==> config.mk <==
export PLATFORM = sky130hd
export DESIGN_NAME = operand_fetch
export DESIGN_NICKNAME = d
export VERILOG_FILES = /design/src/rtl/nn_core_pkg.sv /design/src/rtl/fetch_scoreboard.sv /design/src/rtl/operand_fetch.sv
export SDC_FILE = /design/constraint.sdc
export NUM_CORES = 1
export LEC_CHECK = 0
export ABC_AREA = 1
export CAP_MARGIN = 20
export CORE_UTILIZATION = 35
export CTS_CLUSTER_SIZE = 24
export DETAILED_ROUTE_END_ITERATION = 8
export PLACE_DENSITY = 0.69
export SYNTH_ARGS = -nofsm -noshare
export SYNTH_HDL_FRONTEND = slang
export SYNTH_SLANG_ARGS = --single-unit
==> constraint.sdc <==
create_clock -name clk -period 6.7 [get_ports clk]
set_clock_uncertainty 0.2 [all_clocks]
set_input_delay 1.005 -clock clk [delete_from_list [all_inputs] [get_ports clk]]
set_output_delay 1.005 -clock clk [all_outputs]
set_load 0.05 [all_outputs]
==> src/rtl/nn_core_pkg.sv <==
// Shared NN core definitions: default widths, the decoded-instruction bundle and helpers.
// Latency: n/a (types and constants only).
// Backpressure: n/a.
// Contents: NUM_ADDR_BITS/REG_WIDTH/OPC_BITS/IMM_WIDTH defaults, fetchBundle_t, signExtImm().
package nn_core_pkg;

  localparam int NUM_ADDR_BITS = 6;
  localparam int REG_WIDTH     = 32;
  localparam int OPC_BITS      = 6;
  localparam int IMM_WIDTH     = 16;

  // Decoded instruction once its operands are resolved; this is what execute consumes.
  typedef struct packed {
    logic [OPC_BITS-1:0]      opcode;
    logic [NUM_ADDR_BITS-1:0] rd;
    logic                     writesRd;
    logic [REG_WIDTH-1:0]     opA;
    logic [REG_WIDTH-1:0]     opB;
    logic [REG_WIDTH-1:0]     imm;
  } fetchBundle_t;

  function automatic logic [REG_WIDTH-1:0] signExtImm(input logic [IMM_WIDTH-1:0] imm);
    return {{(REG_WIDTH-IMM_WIDTH){imm[IMM_WIDTH-1]}}, imm};
  endfunction

endpackage

==> src/rtl/fetch_scoreboard.sv <==
// Per-register busy scoreboard for the operand-fetch stage.
// Latency: set/clear take effect at the next edge; lookups are combinational.
// Backpressure: none; the owner decides when set/clear fire.
// Ports: clk, reset; setEn/setAddr (new producer); clrEn/clrAddr (writeback);
//        rsAddr/rtAddr/rdAddr lookups -> busyRs/busyRt/busyRd.
module fetch_scoreboard
  import nn_core_pkg::*;
#(
  parameter int ADDR_BITS = NUM_ADDR_BITS
) (
  input  logic                 clk,
  input  logic                 reset,
  input  logic                 setEn,
  input  logic [ADDR_BITS-1:0] setAddr,
  input  logic                 clrEn,
  input  logic [ADDR_BITS-1:0] clrAddr,
  input  logic [ADDR_BITS-1:0] rsAddr,
  input  logic [ADDR_BITS-1:0] rtAddr,
  input  logic [ADDR_BITS-1:0] rdAddr,
  output logic                 busyRs,
  output logic                 busyRt,
  output logic                 busyRd
);

  localparam int NUM_REGS = 2 ** ADDR_BITS;

  logic [NUM_REGS-1:0] busy;
  logic [NUM_REGS-1:0] busyNext;

  // Set is applied after clear so a new producer keeps ownership when its
  // predecessor retires on the same edge. Register 0 is hard-wired idle.
  always_comb begin
    busyNext = busy;
    if (clrEn) busyNext[clrAddr] = 1'b0;
    if (setEn) busyNext[setAddr] = 1'b1;
    busyNext[0] = 1'b0;
  end

  always_ff @(posedge clk or posedge reset) begin
    if (reset) busy <= '0;
    else       busy <= busyNext;
  end

  assign busyRs = busy[rsAddr];
  assign busyRt = busy[rtAddr];
  assign busyRd = busy[rdAddr];

endmodule

==> src/rtl/operand_fetch.sv <==
// Operand fetch: reads the regfile, forwards writeback data, tracks busy regs, stalls on RAW/WAW.
// Latency: 1 cycle from accept edge to out_valid.
// Backpressure: in_ready drops on hazards or when a held bundle is not taken by execute.
// Ports: clk, reset; decoder side in_*; regfile rf_rdAddrA/B, rf_rdDataA/B;
//        writeback wb_valid/wb_addr/wb_data; execute side out_*.
module operand_fetch #(
  parameter int NUM_ADDR_BITS = nn_core_pkg::NUM_ADDR_BITS,
  parameter int REG_WIDTH     = nn_core_pkg::REG_WIDTH,
  parameter int OPC_BITS      = nn_core_pkg::OPC_BITS,
  parameter int IMM_WIDTH     = nn_core_pkg::IMM_WIDTH
) (
  input  logic                     clk,
  input  logic                     reset,
  input  logic                     in_valid,
  output logic                     in_ready,
  input  logic [OPC_BITS-1:0]      in_opcode,
  input  logic [NUM_ADDR_BITS-1:0] in_rd,
  input  logic [NUM_ADDR_BITS-1:0] in_rs,
  input  logic [NUM_ADDR_BITS-1:0] in_rt,
  input  logic [IMM_WIDTH-1:0]     in_imm,
  input  logic                     in_uses_rs,
  input  logic                     in_uses_rt,
  input  logic                     in_writes_rd,
  output logic [NUM_ADDR_BITS-1:0] rf_rdAddrA,
  output logic [NUM_ADDR_BITS-1:0] rf_rdAddrB,
  input  logic [REG_WIDTH-1:0]     rf_rdDataA,
  input  logic [REG_WIDTH-1:0]     rf_rdDataB,
  input  logic                     wb_valid,
  input  logic [NUM_ADDR_BITS-1:0] wb_addr,
  input  logic [REG_WIDTH-1:0]     wb_data,
  output logic                     out_valid,
  input  logic                     out_ready,
  output logic [OPC_BITS-1:0]      out_opcode,
  output logic [NUM_ADDR_BITS-1:0] out_rd,
  output logic                     out_writes_rd,
  output logic [REG_WIDTH-1:0]     out_opA,
  output logic [REG_WIDTH-1:0]     out_opB,
  output logic [REG_WIDTH-1:0]     out_imm
);

  import nn_core_pkg::*;

  logic         wbLive;
  logic         wbHitRs;
  logic         wbHitRt;
  logic         wbHitRd;
  logic         busyRs;
  logic         busyRt;
  logic         busyRd;
  logic         rawHazard;
  logic         wawHazard;
  logic         accept;
  logic [REG_WIDTH-1:0] opA;
  logic [REG_WIDTH-1:0] opB;
  fetchBundle_t nextBundle;
  fetchBundle_t outReg;
  logic         outValid;

  assign rf_rdAddrA = in_rs;
  assign rf_rdAddrB = in_rt;

  // r0 writebacks carry no meaning: they neither forward nor touch the scoreboard.
  assign wbLive  = wb_valid && (wb_addr != '0);
  assign wbHitRs = wbLive && (wb_addr == in_rs);
  assign wbHitRt = wbLive && (wb_addr == in_rt);
  assign wbHitRd = wbLive && (wb_addr == in_rd);

  // The regfile write lands on the same edge we capture, so a matching
  // writeback must bypass the (still stale) regfile read.
  assign opA = (!in_uses_rs || in_rs == '0) ? '0 : (wbHitRs ? wb_data : rf_rdDataA);
  assign opB = (!in_uses_rt || in_rt == '0) ? '0 : (wbHitRt ? wb_data : rf_rdDataB);

  fetch_scoreboard #(
    .ADDR_BITS (NUM_ADDR_BITS)
  ) u_scoreboard (
    .clk     (clk),
    .reset   (reset),
    .setEn   (accept && in_writes_rd && (in_rd != '0)),
    .setAddr (in_rd),
    .clrEn   (wbLive),
    .clrAddr (wb_addr),
    .rsAddr  (in_rs),
    .rtAddr  (in_rt),
    .rdAddr  (in_rd),
    .busyRs  (busyRs),
    .busyRt  (busyRt),
    .busyRd  (busyRd)
  );

  // A busy register being written back this cycle is effectively free.
  assign rawHazard = (in_uses_rs && busyRs && !wbHitRs) ||
                     (in_uses_rt && busyRt && !wbHitRt);
  assign wawHazard = in_writes_rd && busyRd && !wbHitRd;

  assign in_ready = !rawHazard && !wawHazard && (!outValid || out_ready);
  assign accept   = in_valid && in_ready;

  always_comb begin
    nextBundle          = '0;
    nextBundle.opcode   = in_opcode;
    nextBundle.rd       = in_rd;
    nextBundle.writesRd = in_writes_rd;
    nextBundle.opA      = opA;
    nextBundle.opB      = opB;
    nextBundle.imm      = signExtImm(in_imm);
  end

  // Fields only change on accept, so they stay stable while execute stalls.
  always_ff @(posedge clk or posedge reset) begin
    if (reset) begin
      outValid <= 1'b0;
      outReg   <= '0;
    end else if (accept) begin
      outValid <= 1'b1;
      outReg   <= nextBundle;
    end else if (out_ready) begin
      outValid <= 1'b0;
    end
  end

  assign out_valid     = outValid;
  assign out_opcode    = outReg.opcode;
  assign out_rd        = outReg.rd;
  assign out_writes_rd = outReg.writesRd;
  assign out_opA       = outReg.opA;
  assign out_opB       = outReg.opB;
  assign out_imm       = outReg.imm;

endmodule

# [Word level (Yosys, flattened, before mapping)]
# Index checks and enable logic that the tools add are counted.
[op_classes] n_mux=18 n_bitwise=3 reduce_logical=34 eq_ne=3 magnitude_cmp=6
[op_table] operator="32-bit 2-to-1 mux" n=4
[op_table] operator="64-bit 2-to-1 mux" n=2
[op_table] operator="64-bit AND" n=1
[op_table] operator="64-bit inverter" n=1
[op_table] operator="64-bit bitwise OR" n=1
[op_table] operator="6-bit by 7-bit less-than comparator with 1-bit output, second input constant" n=4
[op_table] operator="1-bit binary-select mux with 6-bit select" n=3
[op_table] operator="6-bit equality test" n=3
[op_table] operator="1-bit logical AND" n=17
[op_table] operator="1-bit demux with 6-bit select" n=2
[op_table] operator="6-bit by 1-bit >= comparator with 1-bit output, second input constant" n=2
[op_table] operator="6-bit zero test" n=2
[op_table] operator="6-bit nonzero test" n=2
[op_table] operator="1-bit zero test" n=8
[op_table] operator="1-bit 2-to-1 mux" n=7
[op_table] operator="1-bit logical OR" n=4
[op_table] operator="2-bit nonzero test" n=1
[totals] wordCells=72 out_inout_bits=123 regBits=157

# [Longest topological paths before layout]
# Gate-level depths: netlist (run 1).
[depth] word_depth=13 depth_mapped=21

# [Cells and area by module]
# A second synthesis (run 1) with hierarchy kept.
[unflattened] cells_unflattened=1575 hier_area_um2=10274.9
[by_module_without_submodules] mod="operand_fetch" area_each_um2=5604.1 n_inst=1 cells_each=851
[by_module_without_submodules] mod="fetch_scoreboard" area_each_um2=4670.7 n_inst=1 cells_each=724

# [Least setup slack after synthesis (run 1)]
# OpenSTA, ideal clock, no wires.
[synth_path] path_kind="input to output" startpoint="in in_rs[1]" endpoint="out in_ready" arrival_time_ps=2772 path_stages=11 required_time_ps=5495 setup_slack_ps=2723 path_buffers=2 path_cell_list="buf_2 inv_2 buf_4 nor2_1 nor4_1 nand3_1 nor2_4 nor2_1 nand2_1 nand3_1 nor2_1"
[synth_via] elab_chain_cells=8 word_cells_on_any_way=11 classes_between="1 x eq/ne; 2 x mux; 8 x reduce/logical"
[synth_rtl] item="start: declaration" line_no="operand_fetch.sv:18" text="input logic [NUM_ADDR_BITS-1:0] in_rs,"
[synth_rtl] item="1-bit binary-select mux with 6-bit select / 6-bit equality test (equally long branches)" line_no="fetch_scoreboard.sv:44, operand_fetch.sv:64"
[synth_rtl] item="1-bit 2-to-1 mux (not written as such) / 1-bit logical AND (equally long branches)" line_no="fetch_scoreboard.sv:44, operand_fetch.sv:64"
[synth_rtl] item="1-bit logical AND / 1-bit zero test (equally long branches)" line_no="operand_fetch.sv:91" text="assign rawHazard = (in_uses_rs && busyRs && !wbHitRs) ||"
[synth_rtl] item="1-bit logical AND *" line_no="operand_fetch.sv:91"
[synth_rtl] item="1-bit logical OR *" line_no="operand_fetch.sv:91"
[synth_rtl] item="1-bit zero test *" line_no="operand_fetch.sv:95" text="assign in_ready = !rawHazard && !wawHazard && (!outValid || out_ready);"
[synth_rtl] item="1-bit logical AND * (2 in a row)" line_no="operand_fetch.sv:95"
[synth_rtl] item="end: declaration" line_no="operand_fetch.sv:15" text="output logic in_ready,"
# Every way passes the cells marked *; elsewhere a longest branch is shown, timed or not. The select of a mux whose other input is x is not followed.

# [Worst setup path in the final report (run 1)]
# Ends and elaborated chain as after synthesis.

==> impl_results.md, run 1 <==
* Max_cap viols at 0
* DRC viols at 0
* Power per Cell Area at 272 nW/um^2
* Register area share after synthesis at 0.384
* Seq cells post-synth at 157
* DR vias at 11685
* Worst Reg2Reg Path Length in Cells at 14
* Relative slew slack at 0.274
* Main combinational cell family by area after synthesis: simple AND/OR/NAND/NOR gates
* Synth Area in XOR/XNOR at 0.00342
* Placer Congestion at 0.977
* Outcome: complete, no violations
* Avg Inst Size Synth at 6.33 sq um
* Final hold vios at 0
* Mux share of post-synthesis cell area at 0
* 1st-iter DRT viols at 1362
* Synthesized area at 10200 sq um
* CTS tree: yes
* Die ar. at 29900 sq um
* Drt first pass iters at 6
* FF-to-FF setup slack at 3.68 ns
* Top cells by area, synth: dfrtp_1, nand2_1, nand3_1, nor2_1, o21ai_0
* Share of layout cells above drive strength 1 at 0.0367
* Placement Rows at between 60 and 70
* DR vias/cell at 5.28
* Worst-Skew Late Latency at 0.43 ns
* WL per Instance at 19.2 microns
* H-tree levels at 4
* Syn_nets at 1768
* IO Count at 273
* Required time of the critical path at 5.49 ns
* Synth Warn # at 0
* Hold WC Path Type: register to register
* Antenna violations before repair at 2
* Max IR drop VDD at 130 uV
* Post-Route WL at approximately 42 mm
* Post-CTS Setup Inserts at 0
* Vias in the first global route at 10614
* Slew of the pin with the lowest slew margin at about 1.1 ns
* TNS Setup at 0 ns
* Initial Util at 0.356
* Most frequent cells in the layout: nand2_1, clkdlybuf4s50_1, dfrtp_1, nand3_1, nor2_1
* Post-CTS sizing at 0
* Fin. max-slew vios at 0
* Port bufs at 272
* CTS Buf Count at 17
* Worst setup SP type: primary input
* Final Cycle Share at 0.786
* CP arrival at 4.06 ns
* Core area at 28800 sq um
* Clock root cell: clkbuf_16
* Post-DRT Antenna Nets at 0
* Total power at about 3.7 mW
* Clk buf depth at 2
* Compound-cell area share of the yosys netlist at 0.0927
* Yosys top cell area share at 0.384
* Nets at 1961
* Largest net degree at the start of global routing at roughly 100
* Grt total ovfl at 0
* Final min period at 5.26 ns
* Fmax at 0.190 GHz
* Simple-gate portion of the synthesized area at 0.413
* Post-detail-place hpwl at approximately 30 mm
* CP max FO at 34
* Worst hold path depth at 2
* Area grow syn2layout at 32.2%
* CTS Sinks at roughly 160
* Global-route wire length before repair at between 60 and 70 mm
* Die Y at 173 microns
* Die width at 173 microns
* Post-synthesis cell type count at 28
* Final setup fails at 0
* Pleak at 6.67 nW
* Post-CTS Hold Buffers at 0
* Global Route Usage Sum at 0.277
* Cell taking the most area after synthesis: dfrtp_1
* Commonest non-fill, non-tap cell in the layout: nand2_1
* Mapped Cells at 1618
* Clock transition at path regs at 0.08 ns
* Crit path capture type: primary output
* Synth Area in Adders at 0
* Kind of critical path: primary input to primary output
* Unrepaired setup endpoints after global routing: false
cells in the mapped netlist, drive strengths merged:
master / n
or2: 2
o21ai: 88
nand2: 757
nor3: 15
nor2: 127
dfrtp: 157
buf: 86
nor4: 4
inv: 105
xor2: 4
o211ai: 14
a21oi: 78
nand4: 6
a31oi: 1
clkinv: 2
nand3: 143
clkbuf: 29
power by group:
part / switching, mW / total (mW) / internal (mW)
registers: 0.118 / 1.22 / 1.10
logic: 0.992 / 1.45 / 0.462
clock network: 0.494 / 1.01 / 0.515
worst max-delay path, stage by stage:
cell             delay (ns)
clkdlybuf4s50_1        0.86
inv_2                  0.43
nor2_1                 0.07
nor4_1                 0.23
nand3_1                0.16
nor2_4                 0.12
buf_4                  0.38
nor2_1                 0.08
nand2_1                0.15
nand3_1                0.08
nor2_1                 0.23
buf_4                  0.26
metrics by stage:
| stage | area (sq um) | setup WS, ns | utilization | cells | hold WS [ns] |
|---|---|---|---|---|---|
| 3_3_place_gp | 12900 | 1.39 | 0.447 | 2174 | 0.261 |
| 5_1_grt | 13500 | 1.22 | 0.470 | 2210 | 0.299 |
| 4_1_cts | 13500 | 1.40 | 0.468 | 2206 | 0.284 |
| 3_5_place_dp | 12900 | 1.42 | 0.447 | 2174 | 0.264 |
| 2_1_floorplan | 10200 | 1.26 | - | 1618 | 0.273 |
| 6_report | 13500 | 1.44 | 0.470 | 2211 | 0.280 |
per-layer routing:
| layer | wire [microns] | vias to the layer above | GRT usage |
|---|---|---|---|
| met5 | 0 | - | 0.00641 |
| met4 | 1790 | 0 | 0.126 |
| met3 | 4090 | 101 | 0.0563 |
| met2 | 18600 | 689 | 0.417 |
| met1 | 17900 | 5443 | 0.383 |
| li1 | - | 5452 | - |
layout make-up:
class                      instances  area [sq um]
antenna                            3          7.51
clock buffer                      18           439
clock inverter                    14           170
fill                            2907         15200
inverter                         107           407
multi-input combinational       1239          5220
sequential                       157          3930
tap                              384           480
timing repair buffer             289          2890
state kept, by name, indices dropped and copies added, names as in the netlist:
signal	flops
u_scoreboard.busy	63
out_opA	32
out_opB	32
out_imm	16
out_opcode	6
out_rd	6
out_valid	1
out_writes_rd	1
final timing paths:
kind / from / to
setup / recovery: in_rs[1] / in_ready
min in group asynchronous: reset / out_opA[13]
max in group asynchronous: reset / out_imm[15]
hold reg to reg: out_imm[4] / out_imm[4]
setup reg to reg: u_scoreboard.busy[51] / out_imm[15]
hold / removal: out_imm[4] / out_imm[4]
kinds of logic (layout without fill, tap and decap cells):
group                  Yosys count  count (layout)
AO/OA/AOI/OAI                  181             181
XOR/XNOR                         4               4
other                            0               3
AND/OR/NAND/NOR               1054            1054
buffers and inverters          222             428
flip-flops                     157             157
(Power assumes the default switching activity.)
==> inputs of run 2 (changes only) <==
==> constraint.sdc (replaced) <==
create_clock -name clk -period 5.1 [get_ports clk]
set_clock_uncertainty 0.2 [all_clocks]
set_input_delay 0.765 -clock clk [delete_from_list [all_inputs] [get_ports clk]]
set_output_delay 0.765 -clock clk [all_outputs]
set_load 0.05 [all_outputs]
==> run 2 against run 1 <==
  * Final cell count grew 0.14%
  * Sequential power increased by 32%
  * Critical path depth increased by 2
  * Die area is the same
  * Utilization increased by 0.16 points
  * Combinational power grew 33%
  * Worst hold slack worse by 0.0026 ns
  * Register-to-register slack worse by 1.6 ns
  * Non-clock buffer count rose by 6
  * Sequential cell count unchanged
  * Critical endpoint unchanged
  * Cell area is 0.33% higher
==> impl_results.md, run 2 (same netlist as run 1, synthesis figures left out) <==
* Fin area at 13600 sq um
* Largest register by flop count: u_scoreboard.busy
* Final Cycle Share at 0.864
* WP buf/inv at 3
* Delay-heaviest family, CP: simple AND/OR/NAND/NOR gates
* Worst setup SP type: primary input
* Placement Rows at 62
* Slew of the pin with the lowest slew margin at between 0.8 and 0.9 ns
* Post-DRT Antenna Nets at 0
* Die Y at 173 microns
* Final min period at 4.40 ns
* CP startpoint: in_rs[1]
* Fmax at 0.227 GHz
* CP max FO at 10
* DP Worst Slack at 0.662 ns
* Die ar. at 29900 sq um
* Grt total ovfl at 0
* Worst Reg2Reg Path Length in Cells at 13
* Die width at 173 microns
* Area grow syn2layout at 32.6%
* Core area at between 20000 and 30000 sq um
* Placer Congestion at 0.987
* DR vias/cell at 5.26
* Pleak at 6.70 nW
* Vias in the first global route at 10658
* Largest net degree at the start of global routing at 109
* Fin. max-slew vios at 0
* Post-detail-place hpwl at 30.9 mm
* Nets at 1967
* HP Start: out_opcode[2]
* Clock transition at path regs at 0.06 ns
* Top Usage Layer GRT: met2
* Max IR drop VDD at 221 uV
* Diode count at 0
* Crit path capture type: primary output
* Kind of critical path: primary input to primary output
* Met3 Usage GRT at 0.0501
* Hold WC Path Type: register to register
* Commonest non-fill, non-tap cell in the layout: nand2_1
* 1st-iter DRT viols at 1184
* CTS tree: yes
* Antenna violations before repair at 0
* CTS Buf Count at 17
* Final hold vios at 0
* Worst-Skew Late Latency at 0.45 ns
* Max reg flops at 63
* Drt first pass iters at 7
* PnR worst setup slack at 0.695 ns
* Relative slew slack at 0.401
* Worst hold path depth at 2
* Initial Util at 0.356
* DR vias at 11640
* Post-CTS Setup Inserts at 0
* Unrepaired setup endpoints after global routing: false
* Placed Area at between 10000 and 15000 sq um
* Power per Cell Area at 357 nW/um^2
* Final setup fails at 0
* Clk buf depth at 2
* IO Count at 273
* Outcome: complete, no violations
* Share of layout cells above drive strength 1 at 0.0393
* Post-CTS sizing at 0
* Most frequent cells in the layout: nand2_1, clkdlybuf4s50_1, dfrtp_1, nand3_1, nor2_1
* Clock root cell: clkbuf_16
* Global-route wire length before repair at 65.7 mm
* Required time of the critical path at ~4.1 ns
* GR met1 Demand/Resource at 0.399
* Stages on worst setup path at 14
* CP arrival at 3.44 ns
* CP max stage cell: clkdlybuf4s50_1
* Global Route Usage Sum at 0.287
* Post-Route WL at 43.7 mm
* Critical Path, Cell by Cell: clkdlybuf4s50_1 -> nor2_1 -> inv_1 -> nor2_1 -> nor2_1 -> nand3_1 -> nand3_1 -> nand2_1 -> nand3_1 -> nand2_1 -> nand2_1 -> nand3_1 -> nor2_1 -> buf_12
* Met2 track demand over resource at 0.442
* H-tree levels at 4
* Max_cap viols at 0
* CP max stage delay at 0.67 ns
* DRC viols at 0
* Post-CTS Hold Buffers at 0
* TNS Setup at 0 ns
* WL per Instance at 19.7 microns
* Port bufs at 272
* CTS Sinks at approximately 160
* Reg-to-Reg Start: u_scoreboard.busy[22]
[run 2: cell types whose count changed in the layout (fill, tap and decap cells not counted), moves of 2 or more]
| cell | delta |
|---|---|
| clkinv_8 | -5 |
| buf_12 | +4 |
| buf_4 | +3 |
| clkinv_2 | +3 |
| diode_2 | -3 |
| bufinv_16 | +2 |
| inv_8 | -2 |
[run 2: worst min-delay path: stages, from the launching register on]
cell     delay, ns
dfrtp_1       0.34
nand2_1       0.05
nand2_1       0.06
[run 2: power by group]
| part | internal [mW] | total (mW) | switching (mW) |
|---|---|---|---|
| sequential | 1.45 | 1.61 | 0.157 |
| combinational | 0.617 | 1.93 | 1.31 |
| clock | 0.733 | 1.32 | 0.585 |
| total | 2.80 | 4.85 | 2.05 |
[run 2: layout make-up]
cell class,instances,area [sq um]
fill,2946,15200
multi-input combinational,1239,5220
sequential,157,3930
timing repair buffer,295,2960
tap,384,480
clock buffer,18,429
inverter,107,405
clock inverter,14,159
[run 2: metrics by stage]
stage | cells | hold WS, ns | util | total power [mW]
3_3_place_gp | 2181 | 0.260 | 0.451 | 3.52
5_1_grt | 2214 | 0.294 | 0.472 | 5.04
2_1_floorplan | 1618 | 0.273 | - | 2.84
3_5_place_dp | 2181 | 0.264 | 0.451 | 3.54
6_report | 2214 | 0.278 | 0.472 | 4.85
4_1_cts | 2213 | 0.282 | 0.471 | 4.86
[run 2: path summary, 6_finish.rpt]
kind                                          to  slack, ns
hold reg to reg                    out_opcode[2]       0.28
min in group asynchronous          out_opcode[3]       0.65
setup / recovery                        in_ready       0.70
setup reg to reg           u_scoreboard.busy[14]       2.11
hold / removal                     out_opcode[2]       0.28
max in group asynchronous   u_scoreboard.busy[1]       3.48
[run 2: layer usage]
| layer | part of all wire | vias up |
|---|---|---|
| met1 | 0.43 | 5462 |
| met2 | 0.45 | 642 |
| li1 | - | 5447 |
| met4 | 0.034 | 0 |
| met3 | 0.084 | 89 |
| met5 | 0 | - |
==> edit 1, RTL diff (config.mk and constraints of run 2) <==
Change the package constant `IMM_WIDTH` from 16 to 14.
--- a/src/rtl/nn_core_pkg.sv
+++ b/src/rtl/nn_core_pkg.sv
@@ -8,5 +8,5 @@
   localparam int REG_WIDTH     = 32;
   localparam int OPC_BITS      = 6;
-  localparam int IMM_WIDTH     = 16;
+  localparam int IMM_WIDTH     = 14;
 
   // Decoded instruction once its operands are resolved; this is what execute consumes.
Interface: changed (resized in_imm); port bits go from 273 to 271. The function was not compared with the original's and may differ.
==> edit 1 against run 2 <==
- area after synthesis rose by 0.18%
- utilization down 0.10 points
- setup slack improved by 120 ps
- wire length up 2.9%
- count of clock-buffer cells in the layout unchanged
- design area shrank 0.22%
- highest routed layer unchanged
- clock power fell by 7%
- register-to-register slack worse by 70 ps
- power is 1.2% lower
- sequential cell count down 2
==> edit 1: results (changes against run 2) <==
vias in the first global route=10919 (+2.4%); outcome=finished, final reports clean; slowest cell delay on critical path=620 ps (-50 ps); synth top area cells=dfrtp_1, nand2_1, nand3_1, nor2_1, nand4_1; GPL Wtd Cong=1.033 (+4.6%); post-placement cell count=2167 (-0.64%); Initial DRC Count=1387 (+17%); dpl ws=839.3 ps (+177.2 ps); worst path arrival time=3320 ps (-120 ps); r2r startpoint=u_scoreboard.busy[37]$_DFF_PP0_; worst skew pair latency=430 ps (-20 ps); largest net degree at the start of global routing=156 (+43%); antenna violations before repair=1 (+1); Fin Hold WS=270.2 ps (-7.395 ps); R2R Setup Slk=2040 ps (-70 ps); final worst path period need=4289 ps (-115.5 ps); met3 GRT Util=0.06464 (+0.01451); Ys Warns=0 (unchanged); diodes inserted=1 (+1); CP top delay family=buffers and inverters; Post-Syn Area=10260 µm² (+0.18%); Synth Net Count=1752 (-0.90%); Synth top cells by count=nand2_1, dfrtp_1, nor2_1; register area=3879 µm² (-1.3%); P_sw=2103 µW (+2.5%); Peak VDD IR=0.1777 mV (-20%); max reg flops=63 (unchanged); #MultiIn Comb=1216 (-1.9%); post-placement cell area=12990 µm² (+0.18%); layout cells sized above 1=0.05014 (+0.01079); met2 Use GR=0.4642 (+0.02235); post-layout util=0.4709 (-0.001043); P_leak=0.006574 µW (-1.9%); filler instances=2954 (+0.27%); Final clock-cell share=0.04127 (-0.002027); Seq/Total Area, Yosys=0.3781 (-0.005581); total track usage=0.2998 (+0.01323); DR WL/cell=20.44 µm (+3.6%); clock tree sinks=155 (-1.3%); R2R Path End=u_scoreboard.busy[8]$_DFF_PP0_; vias per cell=5.304 (+0.88%); met1 Use GR=0.4216 (+0.02223); fin nets=1950 (-0.86%); Crit Path Max Fanout=11 (+1); Inverters excl. clock=113 (+5.6%); Buffers excl. clock=299 (+1.4%); cells on worst reg2reg path=14 (+1); multi-input logic area=5228 µm² (+0.22%); global-route wire length before repair=68340 µm (+4.0%); buffering overhead=0.2196 (+0.001408); port bufs=270 (-0.74%); Synth Instances=1604 (-0.87%); HPWL after DPL=33200 µm (+7.3%); hold path endpoint=out_opA[29]$_DFFE_PP0P_; hold path start=out_opA[29]$_DFFE_PP0P_; crit path launch=in_rs[1]; Detailed Route WL=44970 µm (+2.9%); slew margin rel.=0.3398 (-0.06134)
edit 1: cell types whose count changed after synthesis, moves of 3 or more:
cell	delta
nand2_2	+5
nand4_1	+61
buf_4	+11
nand3_1	-46
o21ai_0	+3
nor2_1	+5
buf_2	-9
inv_2	+6
nor2_4	+3
nand2_1	-47
edit 1: power groups by stage:
stage / combinational (µW) / clock, µW / sequential, µW
floorplan: 728 / 0 / 2120
global placement: 1950 / 0 / 1610
detailed placement: 1960 / 0 / 1610
CTS: 1960 / 1250 / 1590
global route: 2070 / 1300 / 1620
finish: 1970 / 1230 / 1600
edit 1: kinds of logic after synthesis:
group,synth area share
buffers and inverters,0.1127
AO/OA/AOI/OAI,0.09208
XOR/XNOR,0.002562
AND/OR/NAND/NOR,0.4146
flip-flops,0.3781
edit 1: tightest hold or removal path: stages (launching register included):
cell and delay, ps:
dfrtp_1 340, nand2_1 50, nand2_1 50
edit 1: metal layers:
metal  share of wire  wire (µm)
met5               0          0
met4           0.025       1135
met3           0.090       4048
met2            0.45      20160
met1            0.44      19620
==> edit 2, RTL diff (settings of run 2) <==
Without the edit above. Reset style: synchronous (`reset`), changed in 2 clocked blocks.
--- a/src/rtl/fetch_scoreboard.sv
+++ b/src/rtl/fetch_scoreboard.sv
@@ -37,5 +37,5 @@
   end
 
-  always_ff @(posedge clk or posedge reset) begin
+  always_ff @(posedge clk) begin
     if (reset) busy <= '0;
     else       busy <= busyNext;
--- a/src/rtl/operand_fetch.sv
+++ b/src/rtl/operand_fetch.sv
@@ -107,5 +107,5 @@
 
   // Fields only change on accept, so they stay stable while execute stalls.
-  always_ff @(posedge clk or posedge reset) begin
+  always_ff @(posedge clk) begin
     if (reset) begin
       outValid <= 1'b0;
Behaviour: differs if reset is asserted again (counterexample within 4 cycles, from zero or initial values and one cycle with reset high); with reset held inactive, the same outputs for 4 cycles.
==> edit 2 against run 2 <==
- area after synthesis is 5.5% lower
- sequential share of layout area is 4.8 points lower
- design area is 4.2% lower
- critical path type unchanged
- setup slack better by 160 ps
- critical endpoint unchanged
- wire length is 4.2% lower
- sequential cell count stayed put
Power is not compared: it rests on default switching activity, and its combinational part moved more than twofold at a synthesized area within 25%.
==> edit 2: results (changes against run 2) <==
worst path arrival time=3280 ps (-160 ps); Worst-Margin Slew=709.5 ps (-188.8 ps); Top FF cell, synth=dfxtp_1; filler instances=2849 (-3.3%); Post-CTS Setup Bufs=0 (unchanged); layout cells sized above 1=0.04199 (+0.002645); P_leak=between 0.005 and 0.006 µW; synth top area cells=dfxtp_1, nand2_1, a21oi_1, nand3_1, nor2_1; vias per cell=5.384 (+2.4%); hold crit path type=reg2reg; CTS Hold Bufs=0 (unchanged); final-report setup violation count=0 (unchanged); outcome=finished, final reports clean; number of distinct library cells after synthesis=31 (+11%); fin nets=1947 (-1.0%); CTS resizes=0 (unchanged); fraction of registers with async set/reset=0 (-1.000); GPL Wtd Cong=1.028 (+4.1%); max reg flops=63 (unchanged); Initial DRC Count=1241 (+4.8%); cts bufs inserted=17 (unchanged); Synth top cells by count=nand2_1, nor2_1, a21oi_1; global-route wire length before repair=62580 µm (-4.8%); Crit Path Max Fanout=10 (unchanged); Cell Int Power=roughly 2300 µW; Synth Net Count=1761 (-0.40%); diodes inserted=0 (unchanged); antenna violations before repair=0 (unchanged); largest net degree at the start of global routing=95 (-13%); HPWL after DPL=29950 µm (-3.2%); Detailed Route WL=41850 µm (-4.2%); Biggest register=u_scoreboard.busy; Ys Warns=0 (unchanged); total track usage=0.2896 (+0.003068); Clk pin slew, worst setup/hold paths=about 70 ps; Root Buffer=clkbuf_16; vias in the first global route=10411 (-2.3%); CTS max path bufs=2 (unchanged); CTS H-Tree Depth=4 (unchanged); Seq/Total Area, Yosys=0.3249 (-0.05875); worst skew pair latency=~440 ps; Peak VDD IR=approximately 0.16 mV; port bufs=272 (unchanged); TritonRoute pass-1 iters=5 (-2)
==> edit 2: changes by cell type after synthesis, moves of 31 or more <==
| cell | change |
|---|---|
| a211oi_1 | +64 |
| a21oi_1 | +89 |
| dfrtp_1 | -157 |
| dfxtp_1 | +157 |
| inv_1 | +31 |
| nand2_1 | -259 |
| nor2_1 | +60 |
==> edit 2: power by group through the flow <==
stage / clock network [µW] / registers [µW] / logic [µW]
after floorplan: 0 / 1460 / 390
after global placement: 0 / 1320 / 878
after detailed placement: 0 / 1320 / 880
after CTS: 1360 / 1290 / 883
after global routing: 1410 / 1300 / 939
final: 1350 / 1290 / 886
==> edit 2: kinds of logic (layout without fill, tap and decap cells) <==
logic type | after synthesis | count (layout) | share of synthesized area
AND/OR/NAND/NOR | 856 | 856 | 0.3580
buffers and inverters | 269 | 468 | 0.1250
XOR/XNOR | 3 | 3 | 0.002717
flip-flops | 157 | 157 | 0.3249
AO/OA/AOI/OAI | 326 | 326 | 0.1894
==> edit 2: worst max-delay path, cell delays in order <==
cell and delay (ps):
clkdlybuf4s50_1 780, inv_2 220, nor2_1 390, o211ai_1 160
nand2_1 100, o21ai_1 70, nand2_1 120, nor2_1 50
nand2_1 110, a21oi_2 100, and2_1 150, nand2_1 50
inv_1 60, buf_12 140
==> edit 2: worst paths after layout <==
check | endpoint | cells after the start | from | slack [ps]
min | out_imm[14]$_SDFFE_PP0P_ | 2 | out_imm[14]$_SDFFE_PP0P_ | 260
min reg2reg | out_imm[14]$_SDFFE_PP0P_ | 2 | out_imm[14]$_SDFFE_PP0P_ | 260
max | in_ready | 14 | in_rd[1] | 860
max reg2reg | out_opA[21]$_SDFFE_PP0P_ | 14 | u_scoreboard.busy[32]$_SDFF_PP0_ | 2330
==> edit 2: through the flow <==
step	std cells	instance area (µm²)	worst slack (ps)	power [µW]	util
2_1_floorplan	1611	9673	1912	1855	-
6_report	2151	13010	856.4	3528	0.4814
4_1_cts	2151	13010	905.8	3541	0.4814
3_5_place_dp	2119	12400	907.5	2202	0.4590
5_1_grt	2151	13010	766.8	3650	0.4814
3_3_place_gp	2119	12400	909.7	2198	0.4590
==> edit 2: per-layer routing <==
layer  vias to the layer above  share of wire  global-route usage  wire length (µm)
li1                       5569              -                   -                 -
met1                      5371           0.42              0.3832             17680
met2                       568           0.46              0.4644             19370
met3                        72          0.086             0.05877              3599
met4                         0          0.029              0.1059              1211
met5                         -              0                   0                 0
==> edit 2: layout make-up <==
class,instances,share of cell area
sequential,157,0.2416
inverter,138,0.03981
timing repair buffer,298,0.2287
clock inverter,14,0.01366
tap,341,0.03279
multi-input combinational,1185,0.4105
clock buffer,18,0.03298
